<file path="config.mk">
export PLATFORM = sky130hd
export DESIGN_NAME = qubo_demon_sweeper
export DESIGN_NICKNAME = d
export VERILOG_FILES = /design/src/rtl/qubo_pkg.sv /design/src/rtl/qubo_coupling_ram.sv /design/src/rtl/qubo_demon_sweeper.sv
export SDC_FILE = /design/constraint.sdc
export NUM_CORES = 1
export LEC_CHECK = 0
export ABC_AREA = 1
export CAP_MARGIN = 25
export CELL_PAD_IN_SITES_DETAIL_PLACEMENT = 0
export CELL_PAD_IN_SITES_GLOBAL_PLACEMENT = 2
export CORE_ASPECT_RATIO = 1.5
export CORE_MARGIN = 2
export CORE_UTILIZATION = 37
export DETAILED_ROUTE_END_ITERATION = 7
export PLACE_DENSITY = 0.86
export SLEW_MARGIN = 20
export SYNTH_ARGS = -nofsm -noshare
export SYNTH_HDL_FRONTEND = slang
export SYNTH_SLANG_ARGS = --single-unit
</file>
<file path="constraint.sdc">
create_clock -name clk -period 9.31 [get_ports clk]
set_input_delay 1.3965 -clock clk [delete_from_list [all_inputs] [get_ports clk]]
set_output_delay 1.3965 -clock clk [all_outputs]
set_load 0.1 [all_outputs]
</file>
<file path="src/rtl/qubo_pkg.sv">
// Shared FSM state type and datapath width helpers for the QUBO demon sweeper.
// QUBO_DEMON_BIAS_EN widens the configuration address by one bit for per-spin biases.
package qubo_pkg;

  typedef enum logic [1:0] {
    IDLE   = 2'd0,
    ACCUM  = 2'd1,
    DECIDE = 2'd2
  } state_t;

  function automatic int unsigned acc_width(input int unsigned weight_w, input int unsigned num_spins);
    return weight_w + $clog2(num_spins) + 1;
  endfunction

  function automatic int unsigned de_width(input int unsigned weight_w, input int unsigned num_spins);
    return acc_width(weight_w, num_spins) + 1;
  endfunction

  function automatic int unsigned cfg_addr_width(input int unsigned num_spins);
`ifdef QUBO_DEMON_BIAS_EN
    return $clog2(num_spins * num_spins) + 1;
`else
    return $clog2(num_spins * num_spins);
`endif
  endfunction

endpackage

</file>
<file path="src/rtl/qubo_coupling_ram.sv">
// Coupling matrix J[i][j]: synchronous write, asynchronous read addressed by {i,j}.
module qubo_coupling_ram #(
  parameter int unsigned NUM_SPINS = 8,
  parameter int unsigned WEIGHT_W  = 4
) (
  input  logic                               clk,
  input  logic                               rst,
  input  logic                               we,
  input  logic [2*$clog2(NUM_SPINS)-1:0]     waddr,
  input  logic [WEIGHT_W-1:0]                wdata,
  input  logic [$clog2(NUM_SPINS)-1:0]       raddr_i,
  input  logic [$clog2(NUM_SPINS)-1:0]       raddr_j,
  output logic [WEIGHT_W-1:0]                rdata_c
);

  localparam int unsigned DEPTH = NUM_SPINS * NUM_SPINS;

  logic [WEIGHT_W-1:0] mem [DEPTH];

  always_ff @(posedge clk) begin
    if (rst) begin
      mem <= '{default: '0};
    end else if (we) begin
      mem[waddr] <= wdata;
    end
  end

  assign rdata_c = mem[{raddr_i, raddr_j}];

endmodule

</file>
<file path="src/rtl/qubo_demon_sweeper.sv">
// Demon-algorithm QUBO sweeper: sequential local-field accumulation and microcanonical spin flips.
// Optional per-spin bias terms enabled by QUBO_DEMON_BIAS_EN.
module qubo_demon_sweeper
  import qubo_pkg::*;
#(
  parameter int unsigned NUM_SPINS = 8,
  parameter int unsigned WEIGHT_W  = 4,
  parameter int unsigned DEMON_W   = 8,
  parameter int unsigned MAX_COUNT = 1000
) (
  input  logic                                 clk,
  input  logic                                 rst,
  input  logic                                 cfg_we,
  input  logic [cfg_addr_width(NUM_SPINS)-1:0] cfg_addr,
  input  logic [WEIGHT_W-1:0]                  cfg_data,
  input  logic                                 start,
  input  logic [NUM_SPINS-1:0]                 spin_init,
  input  logic [DEMON_W-1:0]                   demon_init,
  output logic [NUM_SPINS-1:0]                 spins,
  output logic [DEMON_W-1:0]                   demon,
  output logic [$clog2(MAX_COUNT+1)-1:0]       sweep_count,
  output logic                                 busy,
  output logic                                 done
);

  localparam int unsigned IW    = $clog2(NUM_SPINS);
  localparam int unsigned AW    = cfg_addr_width(NUM_SPINS);
  localparam int unsigned ACC_W = acc_width(WEIGHT_W, NUM_SPINS);
  localparam int unsigned DE_W  = de_width(WEIGHT_W, NUM_SPINS);
  localparam int unsigned SC_W  = $clog2(MAX_COUNT + 1);
  localparam int unsigned CMP_W = ((DE_W > DEMON_W + 1) ? DE_W : DEMON_W + 1) + 1;

  state_t state, state_nxt;

  logic [IW-1:0]              i_idx, j_idx;
  logic signed [ACC_W-1:0]    acc, acc_term_c, acc_sum_c;
  logic [WEIGHT_W-1:0]        rdata_c;
  logic signed [WEIGHT_W-1:0] j_weight_c;
  logic signed [DE_W-1:0]     de_c;
  logic signed [CMP_W-1:0]    de_ext_c, demon_ext_c, demon_diff_c;
  logic [DEMON_W-1:0]         demon_nxt_c;
  logic                       accept_c, last_c, ram_we_c;

`ifdef QUBO_DEMON_BIAS_EN
  logic signed [WEIGHT_W-1:0] bias [NUM_SPINS];
  assign ram_we_c = cfg_we && (state == IDLE) && !cfg_addr[AW-1];

  // Bias window sits directly above the coupling field.
  always_ff @(posedge clk) begin
    if (rst) begin
      bias <= '{default: '0};
    end else if (cfg_we && (state == IDLE) && cfg_addr[AW-1] && (cfg_addr[AW-2:IW] == '0)) begin
      bias[cfg_addr[IW-1:0]] <= cfg_data;
    end
  end
`else
  assign ram_we_c = cfg_we && (state == IDLE);
`endif

  qubo_coupling_ram #(
    .NUM_SPINS (NUM_SPINS),
    .WEIGHT_W  (WEIGHT_W)
  ) u_ram (
    .clk     (clk),
    .rst     (rst),
    .we      (ram_we_c),
    .waddr   (cfg_addr[2*IW-1:0]),
    .wdata   (cfg_data),
    .raddr_i (i_idx),
    .raddr_j (j_idx),
    .rdata_c (rdata_c)
  );

  // Local field term, energy change and demon update.
  always_comb begin
    j_weight_c = rdata_c;
    acc_term_c = '0;
    if (j_idx != i_idx) begin
      acc_term_c = spins[j_idx] ? ACC_W'(j_weight_c) : -ACC_W'(j_weight_c);
    end
`ifdef QUBO_DEMON_BIAS_EN
    acc_sum_c = acc + ACC_W'(bias[i_idx]);
`else
    acc_sum_c = acc;
`endif
    de_c = {acc_sum_c, 1'b0};
    if (!spins[i_idx]) begin
      de_c = -de_c;
    end
    de_ext_c     = CMP_W'(de_c);
    demon_ext_c  = CMP_W'(demon);
    accept_c     = (de_ext_c <= demon_ext_c);
    demon_diff_c = demon_ext_c - de_ext_c;
    demon_nxt_c  = (|demon_diff_c[CMP_W-1:DEMON_W]) ? '1 : demon_diff_c[DEMON_W-1:0];
    last_c       = (i_idx == IW'(NUM_SPINS - 1)) && (sweep_count == SC_W'(MAX_COUNT - 1));
  end

  always_ff @(posedge clk) begin
    if (rst) begin
      state <= IDLE;
    end else begin
      state <= state_nxt;
    end
  end

  always_comb begin
    state_nxt = state;
    case (state)
      IDLE:    if (start) state_nxt = ACCUM;
      ACCUM:   if (j_idx == IW'(NUM_SPINS - 1)) state_nxt = DECIDE;
      DECIDE:  state_nxt = last_c ? IDLE : ACCUM;
      default: state_nxt = IDLE;
    endcase
  end

  always_ff @(posedge clk) begin
    if (rst) begin
      spins       <= '0;
      demon       <= '0;
      sweep_count <= '0;
      busy        <= 1'b0;
      done        <= 1'b0;
      i_idx       <= '0;
      j_idx       <= '0;
      acc         <= '0;
    end else begin
      done <= 1'b0;
      case (state)
        IDLE: begin
          if (start) begin
            spins       <= spin_init;
            demon       <= demon_init;
            sweep_count <= '0;
            i_idx       <= '0;
            j_idx       <= '0;
            acc         <= '0;
            busy        <= 1'b1;
          end
        end
        ACCUM: begin
          acc   <= acc + acc_term_c;
          j_idx <= j_idx + 1'b1;
        end
        DECIDE: begin
          if (accept_c) begin
            spins[i_idx] <= ~spins[i_idx];
            demon        <= demon_nxt_c;
          end
          i_idx <= i_idx + 1'b1;
          j_idx <= '0;
          acc   <= '0;
          if (i_idx == IW'(NUM_SPINS - 1)) begin
            sweep_count <= sweep_count + 1'b1;
          end
          if (last_c) begin
            busy <= 1'b0;
            done <= 1'b1;
          end
        end
        default: ;
      endcase
    end
  end

endmodule
</file>
After elaboration in Yosys (flattened, before gate mapping)
Index checks and enable logic that the tools add are counted.
{"block": "totals", "regBits": 300, "latch_bits": 0, "mem_bits_rw": 0, "romBits": 0, "input_bits": 30, "output_inout_bits": 28, "wordCells": 156, "n_memories": 0}
{"block": "classes", "n_addsub": 7, "multipliers": 0, "div": 0, "magnitude_cmp": 7, "n_eq_ne": 11, "n_shift": 0, "n_mux": 39, "bitwise_logic": 4, "reduce_logical": 15}
{"cell": "256-bit bitwise mux", "count": 1}
{"cell": "8-bit two-way mux", "count": 8}
{"cell": "8-bit case mux with 2 select lines", "count": 2}
{"cell": "4-bit binary-select mux with 6-bit select", "count": 1}
{"cell": "4-bit demux with 6-bit select", "count": 1}
{"cell": "8-bit case mux with 3 select lines", "count": 1}
{"cell": "10-bit two-way mux", "count": 2}
{"cell": "10-bit case mux with 2 select lines", "count": 1}
{"cell": "7-bit greater-or-equal comparator (second input constant)", "count": 2}
{"cell": "6-bit NOT with 7-bit output", "count": 2}
{"cell": "4-bit two-way mux", "count": 3}
{"cell": "10-bit by 1-bit adder with 10-bit output (second input constant)", "count": 1}
{"cell": "10-bit equality test (second input constant)", "count": 1}
{"cell": "2-bit != test (second input constant)", "count": 5}
{"cell": "9-bit by 9-bit subtractor with 10-bit output", "count": 1}
{"cell": "9-bit <= comparator", "count": 1}
{"cell": "9-bit two-way mux", "count": 1}
{"cell": "9-bit negator", "count": 1}
{"cell": "3-bit case mux with 3 select lines", "count": 1}
{"cell": "3-bit AND reduction", "count": 3}
{"cell": "8-bit adder", "count": 1}
{"cell": "8-bit bitwise mux", "count": 1}
{"cell": "3-bit by 4-bit less-than comparator with 1-bit output (second input constant)", "count": 2}
{"cell": "4-bit negator with 8-bit output", "count": 1}
{"cell": "other kinds (22)", "count": 39}

Logic depth before layout (Yosys ltp)
Gate-level depths: netlist (run 1).
{"block": "logic_depth", "word_depth": 9, "mapped_depth": 26, "ltp_nobuf": 24}

Hierarchy
From an unflattened synthesis (run 1), not the netlist that was laid out.
{"block": "hier_totals", "cells_unflattened": 2357, "area_unflattened_um2": 15169.5}
{"mod": "qubo_coupling_ram", "n_inst": 1, "cells_each": 1852, "area_per_inst_um2": 11808.8, "seq_area_each_um2": 5124.9}
{"mod": "qubo_demon_sweeper", "n_inst": 1, "cells_each": 505, "area_per_inst_um2": 3360.7, "seq_area_each_um2": 880.8}

Worst setup path before layout (run 1)
No wires, ideal clock.
{"block": "synth_path", "path_kind": "reg2reg", "from": "register spins[6]", "to": "register demon[0]", "setup_ns": 0.119, "arrival_time_ns": 3.195, "required_time_ns": 9.191, "setup_slack_ns": 5.995, "stages_incl_launch_ff": 20, "path_buffers": 0, "period_less_slack_ns": 3.315, "cell_sequence": "dfxtp_1 -> inv_1 -> o21ai_0 -> nand2_1 -> nand2_1 -> nand2_1 -> nand2_2 -> nor2_1 -> xor2_1 -> ha_1 -> nand2_1 -> o21ai_0 -> a21oi_1 -> nor2_1 -> nor3_4 -> nand3_4 -> nand2_4 -> inv_4 -> nand2_1 -> a21oi_1"}
{"block": "synth_via", "elab_chain_cells": 8, "word_cells_on_any_way": 11}
{"element": "start: declaration", "line_no": "qubo_demon_sweeper.sv:19", "text": "output logic [NUM_SPINS-1:0] spins,"}
{"element": "start signal: assignment", "line_no": "qubo_demon_sweeper.sv:131", "text": "spins <= spin_init;"}
{"element": "start signal: indexed assignment", "line_no": "qubo_demon_sweeper.sv:146", "text": "spins[i_idx] <= ~spins[i_idx];"}
{"element": "1-bit binary-select mux with 3-bit select *", "line_no": "qubo_demon_sweeper.sv:87", "text": "if (!spins[i_idx]) begin"}
{"element": "1-bit two-way mux (implied by the code) *", "line_no": "qubo_demon_sweeper.sv:87"}
{"element": "9-bit two-way mux *", "line_no": "qubo_demon_sweeper.sv:87"}
{"element": "9-bit by 9-bit subtractor with 10-bit output", "line_no": "qubo_demon_sweeper.sv:93", "text": "demon_diff_c = demon_ext_c - de_ext_c;"}
{"element": "2-bit OR reduction", "line_no": "qubo_demon_sweeper.sv:94", "text": "demon_nxt_c = (|demon_diff_c[CMP_W-1:DEMON_W]) ? '1 : demon_diff_c[DEMON_W-1:0];"}
{"element": "8-bit two-way mux", "line_no": "qubo_demon_sweeper.sv:94"}
{"element": "8-bit two-way mux", "line_no": "qubo_demon_sweeper.sv:145", "text": "if (accept_c) begin"}
{"element": "8-bit case mux with 2 select lines", "line_no": "qubo_demon_sweeper.sv:128", "text": "case (state)"}
{"element": "end signal: assignment", "line_no": "qubo_demon_sweeper.sv:132", "text": "demon <= demon_init;"}
{"element": "end signal: assignment", "line_no": "qubo_demon_sweeper.sv:147", "text": "demon <= demon_nxt_c;"}
{"element": "end: declaration", "line_no": "qubo_demon_sweeper.sv:20", "text": "output logic [DEMON_W-1:0] demon,"}
Every way passes the cells marked *; elsewhere a longest branch is shown, timed or not. The select of a mux whose other input is x is not followed.
A chain may end at the register's enable or synchronous reset.

Final worst setup path (run 1)
{"block": "layout_path", "from": "register j_idx[0]", "to": "register acc[6]"}
{"block": "layout_via", "elab_chain_cells": 9, "word_cells_on_any_way": 12}
{"element": "start: declaration", "line_no": "qubo_demon_sweeper.sv:35", "text": "logic [IW-1:0] i_idx, j_idx;"}
{"element": "start signal: assignment", "line_no": "qubo_demon_sweeper.sv:142", "text": "j_idx <= j_idx + 1'b1;"}
{"element": "6-bit NOT with 7-bit output (implied by the code)", "line_no": "qubo_coupling_ram.sv:28", "text": "assign rdata_c = mem[{raddr_i, raddr_j}];"}
{"element": "4-bit binary-select mux with 6-bit select", "line_no": "qubo_coupling_ram.sv:28"}
{"element": "4-bit two-way mux (implied by the code) (2 in a row)", "line_no": "qubo_coupling_ram.sv:28"}
{"element": "4-bit negator with 8-bit output", "line_no": "qubo_demon_sweeper.sv:79", "text": "acc_term_c = spins[j_idx] ? ACC_W'(j_weight_c) : -ACC_W'(j_weight_c);"}
{"element": "8-bit two-way mux", "line_no": "qubo_demon_sweeper.sv:79"}
{"element": "8-bit two-way mux *", "line_no": "qubo_demon_sweeper.sv:78", "text": "if (j_idx != i_idx) begin"}
{"element": "8-bit adder *", "line_no": "qubo_demon_sweeper.sv:141", "text": "acc <= acc + acc_term_c;"}
{"element": "8-bit case mux with 3 select lines *", "line_no": "qubo_demon_sweeper.sv:128"}
{"element": "end signal: assignment", "line_no": "qubo_demon_sweeper.sv:141"}
{"element": "end: declaration", "line_no": "qubo_demon_sweeper.sv:36", "text": "logic signed [ACC_W-1:0] acc, acc_term_c, acc_sum_c;"}
Marks and branches as above.

==> metrics.yaml, run 1 <==
clkTransAtPathRegs_ns: 0.06
period_needed_ns: 4.68
cts_buffers: 35
rsz0062_at_grt: "false"
slew_headroom_pct: 30.3
place.gp.congestion: 0.892
min_from: "u_ram.mem[211]"
drv_cap: 0
fmax_mhz: 214
avgSynthCellArea_sq_um: 6.49
portBuffers: 57
netlist_top_cells_count: "718 x nor2_1, 374 x o21ai_0, 300 x dfxtp_1"
drt_iter0_markers: 888
dr_total_vias: 14700
async_flop_share_pct: 0
cts_tree: "built"
grt_use_met1_pct: 28.4
end_kind: "flip-flop"
r2r_start: "j_idx[0]"
p_int_mw: 2.27
power.density_nw_per_um2: 185
post_cts_buffers: 0
power_frac_clock_pct: 45.4
postPlaceCellArea_sq_um: 15900
leakagePower_nw: 7.20
status: "completed"
postCtsResizedCells: 0
syn_area_sq_um: 15100
yosysMostFrequentCell: "nor2_1"
n_antenna_cell: 0
htreeDepth: 2
grt_use_met2_pct: 43.9
drtAntennaViolNets: 0
synth_top_area_cell: "dfxtp_1"
die-height_um: 252
slew_viol_final: 0
worstPathRequired_ns: 9.69
grt_antenna_before_repair: 0
clock_tree.root_cell: "clkbuf_16"
irDropWorstVdd_uv: 128
fin_crit_sh_pct: 50.3
synthCells: 2328
hold_ws_ns: 0.450
critPathMaxFanout: 78
wl_per_cell_um: 17.9
fin_cells: 2845
combPwrFrac_pct: 12.9
synth_fp_nets: 2382
synth-seq-cells: 300
die_w_um: 169
rows: 90
dp_cells: 2785
clkSinkCount: 300
grt_usage_pct: 23.9
setup.worst_path.start_class: "flip-flop"
yosys_warnings: 0
yosysSeqAreaShare_pct: 39.7
clk_latency_ns: 0.54
grt_pass1_vias: 14400
die_area_sq_um: 42500
busiest_layer: "met2"
skew_ns: 0.0195
ys.flop_type: "dfxtp_1"
dpl.hpwl_um: 32700
area_delta_synth_final_pct: 12.8
via_per_inst: 5.17
setup_viol: 0
routed_wl_um: 51000
drt_pass1_iterations: 5
cp.arrival_ns: 5.06
overflow: 0
grt_start_max_net_pins: 165
core-area_sq_um: 40300
start_util_pct: 37.5
critPathLaunch: "j_idx[0]"
cts_buffer_depth: 3
fin_nets: 2371
crit_type: "flip-flop to flip-flop"
worst_pin_slew_ns: 1.05
grt_pass1_wl_um: 80100
tns_ns: 0
drc: 0
final_hold_viol_count: 0
yosys.area.top_type_share_pct: 39.7
fill_cells: 4367
gr-usage-met3_pct: 3.04
cts_hold_buffers: 0
ys_types: 40
io_pins: 58
synthTopCellsByArea: "dfxtp_1 40%, nor2_1 18%, o21ai_0 12%"
hold_path.class: "flip-flop to flip-flop"
p_sw_share_pct: 27.7
synth_edf_count: 0
switchingPower_uw: 872
fin_area_sq_um: 17000
p_seq_share_pct: 41.7
drive_gt1_share_pct: 4.23
==> state kept, by name, summed over array words and instances (netlist names) <==
| name | flops |
|---|---|
| j_idx | 3 |
| spins | 8 |
| state | 2 |
| demon | 8 |
| i_idx | 3 |
| acc | 8 |
| sweep_count | 10 |
| busy | 1 |
| u_ram.mem | 256 |
| done | 1 |
==> cell type report <==
type                    instances  area (sq um)  share of cell area, %
multi-input cells            1682          7690                   45.1
clock buffers                  50          1000                   5.89
well taps                     506           633                   3.71
flip-flops and latches        300          6010                   35.3
repair buffers                 72           686                   4.02
clock inverters                 9           164                  0.962
inverters                     226           857                   5.03
==> worst max-delay path, cell delays in order (launching register included) <==
cell	delay, ns
dfxtp_4	0.40
buf_4	0.67
buf_4	0.71
nand2_1	0.14
a21oi_1	0.15
o21ai_0	0.11
nand3_1	0.09
nand2_1	0.06
inv_1	0.10
nand2_1	0.09
nor2_2	0.16
nand3_1	0.13
ha_1	0.30
a21oi_1	0.09
ha_1	0.34
inv_1	0.06
o21ai_0	0.14
a31oi_1	0.07
or2_2	0.29
nand2_1	0.06
nand2_1	0.06
nand2_1	0.06
nand2_1	0.04
nand3_1	0.06
a21oi_1	0.06
==> cell families after synthesis <==
| group | after synthesis | synth area share, % |
|---|---|---|
| AND/OR/NAND/NOR | 1107 | 29.2 |
| AO/OA/AOI/OAI | 536 | 18.7 |
| buffers and inverters | 346 | 9.40 |
| flip-flops | 300 | 39.7 |
| adder cells (fa/ha/maj) | 24 | 2.04 |
| XOR/XNOR | 15 | 0.869 |
==> per-layer routing <==
layer | share of wire, % | wire length, um
met5 | 0 | 0
met4 | 3.2 | 1630
met3 | 4.0 | 2050
met2 | 51 | 26000
met1 | 42 | 21300
==> cells in the final DEF (no fill, tap or decap), types with 2 or more instances in the layout <==
cell type        synthesis  final
ha_1                    23     23
xor2_1                   9      9
dfxtp_4                  0      2
nor2_1                 718    718
clkinv_1                 3      2
a31oi_1                  4      4
nand3_1                105    105
or2_2                   10     10
xnor2_1                  6      6
a32o_1                   4      4
inv_6                    0      2
nand4_1                  4      4
o21ai_0                374    374
nand3b_1                 2      2
nand2_2                  3      3
inv_1                  220    220
buf_2                   24      3
a21oi_1                105    105
o211ai_1                42     42
buf_4                    5     15
nor3_1                  18     18
clkbuf_16                0     36
clkdlybuf4s50_1          0     53
o21ai_1                  3      3
dfxtp_1                300    298
bufinv_16                0      4
clkinv_2                 0      3
nand2_1                238    238
clkbuf_1                69      9
clkbuf_8                 0      5
nor2_2                   3      3
==> metrics by stage <==
step | power [mW] | setup slack [ns] | utilization [%]
2_1_floorplan | 1.63 | 6.00 | -
3_3_place_gp | 1.75 | 4.64 | 39.3
3_5_place_dp | 1.75 | 4.67 | 39.3
4_1_cts | 3.18 | 4.64 | 42.2
5_1_grt | 3.28 | 4.23 | 42.3
6_report | 3.15 | 4.63 | 42.3
==> power by group through the flow <==
stage	registers [mW]	logic, mW	clock network, mW
after floorplan	1.38	0.255	0
after global placement	1.34	0.405	0
after detailed placement	1.34	0.406	0
after CTS	1.31	0.408	1.46
after global routing	1.31	0.450	1.51
final	1.31	0.406	1.43
==> worst paths after layout <==
kind,endpoint,slack [ns],depth (start not counted)
worst max-delay path,acc[6],4.63,24
worst min-delay path,u_ram.mem[211],0.45,2
worst max register to register,acc[6],4.63,24
worst min register to register,u_ram.mem[211],0.45,2
Note: power is estimated with default switching activity, not from simulation.
==> run 2: changes to the inputs <==
--- a/config.mk
+++ b/config.mk
@@ -11,9 +11,9 @@
 export CELL_PAD_IN_SITES_GLOBAL_PLACEMENT = 2
 export CORE_ASPECT_RATIO = 1.5
 export CORE_MARGIN = 2
-export CORE_UTILIZATION = 37
+export CORE_UTILIZATION = 34
 export DETAILED_ROUTE_END_ITERATION = 7
-export PLACE_DENSITY = 0.86
+export PLACE_DENSITY = 0.8
 export SLEW_MARGIN = 20
 export SYNTH_ARGS = -nofsm -noshare
 export SYNTH_HDL_FRONTEND = slang
==> constraint.sdc (replaced) <==
create_clock -name clk -period 4.52 [get_ports clk]
set_input_delay 0.678 -clock clk [delete_from_list [all_inputs] [get_ports clk]]
set_output_delay 0.678 -clock clk [all_outputs]
set_load 0.1 [all_outputs]
==> run 2 against run 1 <==
Net effect:
- sequential power grew 110%
- worst hold slack gained 0.0031 ns
- utilization shrank 2.9 points
- final cell count grew 2.8%
- non-clock buffer count grew 8
- global-route usage shrank 1.7 points
- highest routed layer is now met5
- sequential share of layout area shrank 0.50 points
==> metrics.yaml, run 2 (synthesis gave the netlist of run 1 again) <==
path_common_cell: "o21ai_0"
layout_common_cells: "718 x nor2_1, 374 x o21ai_0, 298 x dfxtp_1"
dr_total_vias: 14700  # -0.40%
min_from: "u_ram.mem[227]"
grt_use_met2_pct: 39.3  # -4.6 points
grt_start_max_net_pins: 191  # +16%
postCtsResizedCells: 0  # unchanged
overflow: 0  # unchanged
die-height_um: 262  # +4.3%
r2r_start: "j_idx[0]"
grt_pass1_vias: 14300  # -0.97%
clk_latency_ns: 0.53  # about the same
setup.worst_path.start_class: "flip-flop"
reg.largest.list: "u_ram.mem x256, sweep_count x10"
dpl.hpwl_um: 33800  # +3.4%
via_per_inst: 5.01  # -3.1%
grt_use_met1_pct: 27.2  # -1.2 points
max_stage_delay_ns: 0.46  # -0.25 ns
drtAntennaViolNets: 0  # unchanged
reg2reg_depth: 20  # -17%
hold_path.class: "flip-flop to flip-flop"
drc: 0  # unchanged
largest_reg_flops: 256  # unchanged
htreeDepth: 2  # unchanged
clkTransAtPathRegs_ns: 0.06  # about the same
wl_per_cell_um: 17.7  # -1.4%
power.density_nw_per_um2: 372  # +100%
drt_pass1_iterations: 7  # +2
rows: 94  # +4.4%
grt_antenna_before_repair: 1  # +1
gr-usage-met3_pct: 2.61  # -0.43 points
rsz0062_at_grt: "false"
cp.arrival_ns: 4.15  # -0.91 ns
fin_crit_sh_pct: 83.6  # +33 points
holdPathStages: 2  # unchanged
cts_buffers: 34  # -2.9%
cts_tree: "built"
grt_pass1_wl_um: 81000  # +1.0%
status: "completed"
fin_nets: 2378  # +0.30%
fill_cells: 4756  # +8.9%
worst_pin_slew_ns: 0.982  # -0.0643 ns
place.gp.congestion: 0.823  # -7.8%
drive_gt1_share_pct: 4.73  # +0.49 points
cts_buffer_depth: 3  # unchanged
crit_type: "flip-flop to flip-flop"
drt_iter0_markers: 974  # +9.7%
final_hold_viol_count: 0  # unchanged
layout_commonest_cell: "nor2_1"
fin_cells: 2924  # +2.8%
grt_usage_pct: 22.2  # -1.7 points
post_cts_buffers: 0  # unchanged
setup_ws_ns: 0.740  # -3.89 ns
io_pins: 58  # unchanged
die_w_um: 176  # +4.2%
end_kind: "flip-flop"
clock_tree.root_cell: "clkbuf_16"
start_util_pct: 34.5  # -3.0 points
tns_ns: 0  # unchanged
top_register: "u_ram.mem"
path_cells: "buf_12 > o21ai_0 > o21ai_0 > nand3_1 > nand2_1 > inv_1 > nand2_1 > nor2_2 > ha_1 > nor2_1 > o21ai_0 > a21oi_1 > ha_1 > nand3_1 > a31oi_1 > o21ai_0 > nand2_1 > or2_2 > nand3_1 > a21oi_1"
clkSinkCount: 300  # unchanged
slew_headroom_pct: 34.4  # +4.1 points
slew_viol_final: 0  # unchanged
critPathMaxFanout: 115  # +47%
fmax_mhz: 265  # +24%
core-area_sq_um: 43900  # +8.8%
crit_slowest_cell: "o21ai_0"
cts_hold_buffers: 0  # unchanged
busiest_layer: "met2"
drv_cap: 0  # unchanged
utilization_pct: 39.4  # -2.9 points
routed_wl_um: 51700  # +1.4%
leakagePower_nw: 7.28  # +1.1%
portBuffers: 57  # unchanged
place_ws_ns: 0.762  # -3.91 ns
area_delta_synth_final_pct: 14.4
die_area_sq_um: 46200  # +8.6%
critPathLaunch: "j_idx[0]"
setup_viol: 0  # unchanged
worstPathRequired_ns: 4.89  # -4.80 ns
dp_cells: 2864  # +2.8%
skew_ns: 0.0118  # -0.00763 ns
period_needed_ns: 3.78  # -0.900 ns
n_antenna_cell: 0  # unchanged
irDropWorstVdd_uv: 267  # +110%
[run 2: metal layers]
layer / part of all wire, % / vias to the layer above
met4: 3.9 / 2
met1: 43 / 6782
met5: 0.025 / -
met3: 4.1 / 98
li1: - / 7455
met2: 49 / 321
[run 2: where the power goes]
part | internal (mW) | leakage (nW) | total, mW | switching (mW)
combinational | 0.248 | 4.28 | 0.868 | 0.620
clock | 1.72 | 0.572 | 2.87 | 1.15
sequential | 2.67 | 2.42 | 2.70 | 0.0263
[run 2: worst paths after layout]
path / endpoint / slack (ns)
max: acc[5] / 0.74
min: u_ram.mem[227] / 0.45
max reg2reg: acc[5] / 0.74
min reg2reg: u_ram.mem[227] / 0.45
[run 2: area by class of cell]
cell class	count	area, sq um	share of cell area [%]
Multi-Input combinational cell	1682	7690	44.5
Sequential cell	300	6010	34.8
Clock buffer	54	1100	6.36
Inverter	226	857	4.96
Timing Repair Buffer	80	851	4.92
Tap cell	576	721	4.17
Clock inverter	6	57.6	0.333
[run 2: worst max-delay path, delay by kind of cell (launching register included)]
kind / cells / cell delay [ns]
adder cells (fa/ha/maj): 2 / 0.51
AO/OA/AOI/OAI: 7 / 1.19
flip-flops: 1 / 0.37
buffers and inverters: 2 / 0.45
AND/OR/NAND/NOR: 9 / 1.01
[run 2: stage by stage]
stage               hold WS (ns)  instance area [sq um]  total power, mW
floorplan                  0.429                  15100             3.37
global placement           0.439                  16100             3.64
detailed placement         0.442                  16100             3.63
CTS                        0.452                  17300             6.54
global route               0.473                  17300             6.72
finish                     0.453                  17300             6.44
==> run 3: changes to the inputs <==
==> constraint.sdc (replaced) <==
create_clock -name clk -period 3.5 [get_ports clk]
set_input_delay 0.525 -clock clk [delete_from_list [all_inputs] [get_ports clk]]
set_output_delay 0.525 -clock clk [all_outputs]
set_load 0.1 [all_outputs]
==> run 3 against run 2 <==
Net effect:
- worst hold slack hardly changed
- sequential power is 29% higher
- via count is 2.6% higher
- critical path depth is 5 higher
- design area is 5.4% higher
- power is 30% higher
- count of clock-buffer cells in the layout is 3 lower
- clock skew is 0.012 ns higher
- maximum frequency is 10% higher
- die area stayed put
- clock power is 24% higher
- critical path type unchanged
- critical endpoint is now acc[6]
- largest cell class unchanged
- largest power group unchanged
==> metrics.yaml, run 3 (synthesis gave the netlist of run 1 again) <==
die_area_sq_um: 46200  # unchanged
power_mw: 8.37  # +30%
worstPathRequired_ns: 3.94  # -0.95 ns
r2r_start: "j_idx[0]"
clkTransAtPathRegs_ns: 0.06  # about the same
setup.worst_path.start_class: "flip-flop"
slew_headroom_pct: 31.3  # -3.0 points
drv_cap: 0  # unchanged
cp.arrival_ns: 3.87  # -0.28 ns
tns_ns: 0  # unchanged
portBuffers: 57  # unchanged
dpl.hpwl_um: 34500  # +2.0%
critPathMaxFanout: 12  # -90%
overflow: 0  # unchanged
cts_tree: "built"
rsz0062_at_grt: "true"
grt_pass1_vias: 14300  # -0.30%
dr_total_vias: 15000  # +2.6%
clk_latency_ns: 0.53  # about the same
hold_path.class: "flip-flop to flip-flop"
drc: 0  # unchanged
cts_buffers: 34  # unchanged
routed_wl_um: 53900  # +4.2%
path_common_cell: "nand2_1"
cpLargestDelayFamily: "simple AND/OR/NAND/NOR gates"
cts_buffer_depth: 3  # unchanged
cts_hold_buffers: 0  # unchanged
worst_pin_slew_ns: 1.03  # +0.0487 ns
clkSinkCount: 300  # unchanged
layout_commonest_cell: "nor2_1"
r2r_setup_slack_ns: 0.07  # -0.67 ns
status: "completed"
utilization_pct: 41.5  # +2.1 points
crit_cells: 25  # +25%
io_pins: 58  # unchanged
period_needed_ns: 3.43  # -0.347 ns
core-area_sq_um: 43900  # unchanged
fin_area_sq_um: 18200  # +5.4%
via_per_inst: 5.03  # +0.25%
place.gp.congestion: 0.845  # +2.7%
clock_tree.root_cell: "clkbuf_16"
drtAntennaViolNets: 0  # unchanged
setup_viol: 0  # unchanged
drive_gt1_share_pct: 9.14  # +4.4 points
die-height_um: 262  # unchanged
n_antenna_cell: 0  # unchanged
fin_nets: 2450  # +3.0%
drt_iter0_markers: 943  # -3.2%
slew_viol_final: 0  # unchanged
postPlaceCellArea_sq_um: 16500  # +2.6%
grt_usage_pct: 22.3  # +0.082 points
crit_buf_inv: 4  # +2
wl_per_cell_um: 18.0  # +1.8%
htreeDepth: 2  # unchanged
reg.largest.list: "u_ram.mem x256, sweep_count x10"
drt_pass1_iterations: 5  # -2
fmax_mhz: 291  # +10%
die_w_um: 176  # unchanged
skew_ns: 0.0241  # +0.0122 ns
grt_start_max_net_pins: 119  # -38%
leakagePower_nw: 7.74  # +6.4%
top_register: "u_ram.mem"
critPathCapture: "acc[6]"
reg2reg_depth: 25  # +25%
grt_antenna_before_repair: 0  # -1
area_delta_synth_final_pct: 20.5
rows: 94  # unchanged
irDropWorstVdd_uv: 248  # -7.3%
power.density_nw_per_um2: 459  # +23%
largest_reg_flops: 256  # unchanged
crit_type: "flip-flop to flip-flop"
start_util_pct: 34.5  # unchanged
r2r_end: "acc[6]"
layout_common_cells: "708 x nor2_1, 359 x o21ai_0, 296 x dfxtp_1"
crit_slowest_cell: "dfxtp_4"
grt_pass1_wl_um: 81200  # +0.27%
end_kind: "flip-flop"
critPathLaunch: "j_idx[0]"
final_hold_viol_count: 0  # unchanged
max_stage_delay_ns: 0.41  # -0.05 ns
fin_crit_sh_pct: 98.1  # +14 points
==> run 3: cell type report <==
type / instances / area, sq um
clock buffer: 51 / 1020
clock inverter: 7 / 63.8
fill: 4667 / 25600
inverter: 226 / 867
multi-input combinational: 1682 / 7890
sequential: 300 / 6020
tap: 576 / 721
timing repair buffer: 152 / 1650
==> run 3: how the worst min path moves through the flow <==
stage                         startpoint        endpoint  slack (ns)  cells past startpoint
final                     u_ram.mem[195]  u_ram.mem[195]        0.45                      2
after global routing       u_ram.mem[51]   u_ram.mem[51]        0.47                      2
after global placement     u_ram.mem[51]   u_ram.mem[51]        0.44                      2
after floorplan           u_ram.mem[103]  u_ram.mem[103]        0.43                      2
after CTS                 u_ram.mem[211]  u_ram.mem[211]        0.45                      2
after detailed placement  u_ram.mem[211]  u_ram.mem[211]        0.44                      2
==> run 3: worst register-to-register path, stage by stage (launching register included) <==
cell and delay, ns:
dfxtp_4 0.41, buf_4 0.18, clkbuf_16 0.18, nor2_1 0.10, nor2_1 0.05, o21ai_1 0.08
o211ai_1 0.11, buf_4 0.16, nand3_2 0.07, nand2_1 0.06, nor2_2 0.12, nand2_2 0.08
nor2_4 0.09, nand3_2 0.12, ha_4 0.30, a21oi_4 0.06, ha_4 0.28, inv_1 0.06
o21ai_2 0.14, a31oi_2 0.05, or2_4 0.24, nand2_1 0.06, nand2_1 0.06, nand3b_1 0.08
nand3_1 0.07, a21oi_1 0.13
==> run 3: per-layer routing <==
layer  track usage (%)  share of wire [%]  vias to the layer above  wire (um)
li1                  -                  -                     7607          -
met1              27.7                 43                     7012      22900
met2              39.2                 50                      331      26700
met3              2.25                4.0                       96       2180
met4              8.93                3.8                        0       2040
met5                 0                  0                        -          0
==> run 3: stage by stage <==
stage	hold slack (ns)	setup slack, ns	cells
final	0.453	0.0679	2994
after global routing	0.470	-0.116	2994
after CTS	0.454	-0.0000555	2975
after detailed placement	0.444	-0.0364	2914
after global placement	0.438	0.00799	2914
after floorplan	0.429	0.185	2328
==> run 3: what timing repair did <==
action | CTS | global route
setup buffers | 1 | 11
cloned | 2 | 8
pin swaps | 8 | 41
endpoints found under the setup margin | 3 | 20
gates resized for setup | 8 | 66
==> run 3: report_power, final <==
part / leakage [nW] / internal, mW / total (mW) / switching, mW
combinational: 4.78 / 0.464 / 1.32 / 0.856
sequential: 2.42 / 3.45 / 3.49 / 0.0353
clock: 0.536 / 2.08 / 3.56 / 1.48
==> RTL change 1, RTL diff (settings of run 1) <==
Build with the macro `QUBO_DEMON_BIAS_EN` defined.
--- a/src/rtl/qubo_pkg.sv
+++ b/src/rtl/qubo_pkg.sv
@@ -1,4 +1,6 @@
 // Shared FSM state type and datapath width helpers for the QUBO demon sweeper.
 // QUBO_DEMON_BIAS_EN widens the configuration address by one bit for per-spin biases.
+`define QUBO_DEMON_BIAS_EN
+
 package qubo_pkg;
 
Interface: changed (resized cfg_addr); port bits go from 58 to 59. The function was not compared with the original's and may differ.
==> RTL change 1 against run 1 <==
  * Count of clock-buffer cells in the layout is 5 higher
  * Wire length is 9.2% higher
  * Critical path type unchanged
  * Power is 5.0% higher
  * Sequential cell count is 32 higher
  * Synthesized area is 8.8% higher
  * Largest power group unchanged
  * Worst setup slack worse by 0.60 ns
  * Largest cell class unchanged
  * Design area is 8.8% higher
  * Sequential share of layout area is 0.60 points higher
  * Highest routed layer unchanged
==> RTL change 1: results (changes against run 1) <==
[power_and_ir_drop]
p_leak_nw=7.87  ; +9.4%
internal_power_w=0.00239  ; +5.2%
vdd_drop_max_v=0.0000957  ; -25%

[clocking]
clk_latency_ns=0.54  ; about the same
clkTransAtPathRegs_ns=0.06  ; about the same
htreeDepth=2  ; unchanged
post_cts_buffers=0  ; unchanged
cts_buffers=36  ; +2.9%
postCtsResizedCells=0  ; unchanged
ctsLongestPathBuffers=3  ; unchanged
cts_root_buffer=clkbuf_16

[drt]
drtPass1Iterations=7  ; +2
drt-initial-drc-count=1094  ; +23%
met2WireLength_um=27500  ; +5.8%
route.vias.total=16000  ; +8.9%
highest_layer=met4
m1WireLength_um=23200  ; +9.0%
dr_wl_met3_um=2320  ; +13%
routedWlPerCell_um=18.2  ; +1.6%

[synthesis]
synth_edf_count=0  ; unchanged
async_flop_share_pct=0  ; unchanged
ys_top_cells_by_area=dfxtp_1 (40%), nor2_1 (20%), o21ai_0 (14%)
synth.avg_cell_area_um2=6.65  ; +2.4%
synthDistinctLibCells=47  ; +18%
synth_common_cells=nor2_1 (855), o21ai_0 (445), dfxtp_1 (332), nand2_1 (184), inv_1 (183)
synthDominantCellAreaShare_pct=40.4  ; +0.68 points
ys_warn_count=0  ; unchanged
seq_area_frac_synth_pct=40.4  ; +0.68 points

[place]
dp_hpwl_um=36500  ; +12%
pre_cts_slack_ns=4.03  ; -0.636 ns
dpl.cell_count=2996  ; +7.6%
place_area_mm2=0.0173  ; +9.4%
io_buffers=58  ; +1.8%
gp_congestion=0.832  ; -6.8%

[grt]
grt_max_degree=113  ; -32%
grt_usage_pct=23.7  ; -0.19 points
antenna_found_initial=0  ; unchanged
grt_overflow=0  ; unchanged
grt_pass1_wl_um=86700  ; +8.2%

[final_layout]
stdcell_count=3058  ; +7.5%
drive_above_1_share_pct=4.79  ; +0.56 points
nets=2522  ; +6.4%
antenna_cells=0  ; unchanged
num-fill-cells=4635  ; +6.1%
reg_top3=u_ram.mem (256), bias (32), sweep_count (10)

[sta]
hold_violations=0  ; unchanged
worst_pin_slew_ns=0.978  ; -0.0674 ns
skew_ns=0.0231  ; +0.00363 ns

[hold_path]
hp-class=reg -> reg

[worst_setup_path]
cpPeakStageDelay_ns=0.70
crit_slowest_cell=dfxtp_1
crit_fanout=20  ; -74%
worstPathArrival_ns=5.74  ; +0.68 ns

[outcome]
outcome=complete, no violations

RTL change 1: cell types whose count changed in the layout (fill, tap and decap cells not counted), moves of 7 or more:
| cell | change |
|---|---|
| nor2_1 | +136 |
| o21ai_0 | +71 |
| nand3_1 | -65 |
| nand2_1 | -54 |
| a21oi_1 | -45 |
| inv_1 | -38 |
| dfxtp_1 | +31 |
| o221ai_1 | +25 |
| o22ai_1 | +17 |
| nand4_1 | +13 |
| o21ai_1 | +8 |
| ha_1 | +7 |
| nor3_1 | +7 |
RTL change 1: worst paths after layout:
| kind | start | endpoint | slack (ns) | depth (start not counted) |
|---|---|---|---|---|
| hold / removal | busy | busy | 0.47 | 2 |
| setup reg to reg | i_idx[2] | spins[3] | 4.03 | 28 |
| hold reg to reg | busy | busy | 0.47 | 2 |
| setup / recovery | i_idx[2] | spins[3] | 4.03 | 28 |
RTL change 1: power groups by stage:
stage | clock [W] | sequential (W) | combinational, W
after floorplan | 0 | 0.00151 | 0.000236
after global placement | 0 | 0.00148 | 0.000394
after detailed placement | 0 | 0.00148 | 0.000392
after CTS | 0.00149 | 0.00145 | 0.000393
after global routing | 0.00155 | 0.00145 | 0.000430
final | 0.00147 | 0.00145 | 0.000392
RTL change 1: area by class of cell:
type                    count  area (um2)  share of cell area [%]
inverters                 191         727                    3.92
multi-input cells        1821        8540                    46.0
repair buffers             77         723                    3.90
flip-flops and latches    332        6650                    35.9
well taps                 576         721                    3.89
clock buffers              55        1110                    6.01
clock inverters             6        68.8                   0.371
RTL change 1: layer usage:
layer  global-route usage (%)  vias up
li1                         -     8031
met1                     28.5     7529
met2                     41.8      352
met3                     2.87      109
met4                     10.9        0
met5                        0        -
RTL change 1: kinds of logic (layout without fill, tap and decap cells):
| family | Yosys count | in the layout | synth area share (%) |
|---|---|---|---|
| AOI/OAI and AO/OA | 617 | 617 | 20.5 |
| xor gates and xnor gates | 15 | 15 | 0.799 |
| adders and majority gates | 32 | 32 | 2.53 |
| buffers and inverters | 321 | 329 | 7.71 |
| DFF | 332 | 332 | 40.4 |
| and+or+nand+nor | 1157 | 1157 | 28.1 |
RTL change 1: critical path, delay by kind of cell, from the launching register on:
| kind | cells | cell delay (ns) |
|---|---|---|
| buf+inv | 6 | 0.74 |
| flops | 1 | 0.70 |
| xor+xnor | 1 | 0.14 |
| compound gates | 2 | 0.40 |
| simple gates | 16 | 2.26 |
| fa+ha+maj | 3 | 0.96 |
RTL change 1: through the flow:
step           util [%]  power [W]
6_report           42.3    0.00330
5_1_grt            42.3    0.00343
4_1_cts            42.2    0.00333
2_1_floorplan         -    0.00175
3_3_place_gp       39.5    0.00187
3_5_place_dp       39.5    0.00187
==> RTL change 2, RTL diff (settings of run 1) <==
Made on the original files. The 3 states of `state_t` get a one-hot encoding in 3 bits.
--- a/src/rtl/qubo_pkg.sv
+++ b/src/rtl/qubo_pkg.sv
@@ -3,8 +3,8 @@
 package qubo_pkg;
 
-  typedef enum logic [1:0] {
-    IDLE   = 2'd0,
-    ACCUM  = 2'd1,
-    DECIDE = 2'd2
+  typedef enum logic [2:0] {
+    IDLE   = 3'b001,
+    ACCUM  = 3'b010,
+    DECIDE = 3'b100
   } state_t;
 
Behaviour: same outputs for any inputs over 10 cycles, from zero or initial values and one cycle with rst high; not proved beyond that.
==> RTL change 2 against run 1 <==
  * Design area down 1.7%
  * Critical path type unchanged
  * Hold slack worse by 0.0093 ns
  * Sequential cell count up 1
  * Wire length down 2.8%
  * Sequential power up 3%
  * Power up 7.7%
  * Global-route usage down 0.41 points
  * Combinational power up 54%
  * Synthesized cell count down 8.6%
  * Worst setup slack worse by 0.25 ns
  * Cell count down 6.9%
  * Synthesized area down 2.5%
  * Critical endpoint unchanged
==> RTL change 2: results (changes against run 1) <==
[drt]
drt-initial-drc-count=934  ; +5.2%
via_per_inst=5.25  ; +1.5%
met2WireLength_um=25800  ; -0.65%
route.vias.total=13900  ; -5.5%
drtPass1Iterations=6  ; +1
dr_wl_met3_um=1930  ; -5.8%
m1WireLength_um=20300  ; -4.6%
routedWlPerCell_um=18.7  ; +4.4%

[final_layout]
nets=2176  ; -8.2%
drive_above_1_share_pct=5.86  ; +1.6 points
utilization_pct=42.6  ; +0.35 points

[place]
dpl.cell_count=2584  ; -7.2%
place_area_mm2=0.0156  ; -1.9%
dp_hpwl_um=32300  ; -1.2%
gp_congestion=0.823  ; -7.8%

[synthesis]
seq_area_frac_synth_pct=40.9  ; +1.2 points
synthDistinctLibCells=45  ; +13%
synth_common_cells=a21oi_1 (390), o21ai_0 (381), dfxtp_1 (301), inv_1 (300), nand2_1 (264)
synth_adder_area_share_pct=2.09  ; +0.053 points
syn_inst=2127  ; -8.6%

[sta]
fin_ws_ns=4.38  ; -0.252 ns
max_slew_margin_pct=30.8  ; +0.51 points
skew_ns=0.0199  ; +0.000482 ns

[grt]
grt_pass1_vias=13300  ; -8.1%
grtUsageMet2_pct=44.1  ; +0.16 points
grt_usage_pct=23.5  ; -0.41 points
grt_max_degree=162  ; -1.8%
met3_usage_pct=2.44  ; -0.61 points
grt_pass1_wl_um=77300  ; -3.6%

[worst_setup_path]
cp_top_family=compound AO/OA/AOI/OAI gates
rrSetupSlack_ns=4.38  ; -0.25 ns

[power_and_ir_drop]
vdd_drop_max_v=0.000155  ; +22%
p_leak_nw=6.21  ; -14%

[outcome]
outcome=complete, no violations

## RTL change 2: final timing paths
kind,from,end,cells past startpoint
hold reg to reg,u_ram.mem[76],u_ram.mem[76],2
hold / removal,u_ram.mem[76],u_ram.mem[76],2
setup / recovery,j_idx[0],acc[6],19
setup reg to reg,j_idx[0],acc[6],19
## RTL change 2: cells by family (layout without fill, tap and decap cells)
logic type,Yosys count,after routing
buf+inv,423,445
compound gates,804,804
xor+xnor,18,18
simple gates,557,557
flops,301,301
fa+ha+maj,24,24
## RTL change 2: where the power goes
part / internal (W) / switching [W]
Combinational: 0.000172 / 0.000452
Clock: 0.000834 / 0.000584
Sequential: 0.00132 / 0.0000291
Total: 0.00232 / 0.00107
## RTL change 2: layout make-up
cell class / instances / area share, %
inverter: 306 / 6.94
multi-input combinational: 1403 / 42.1
clock inverter: 16 / 0.903
tap: 500 / 3.73
clock buffer: 48 / 6.12
sequential: 301 / 36.0
timing repair buffer: 75 / 4.26
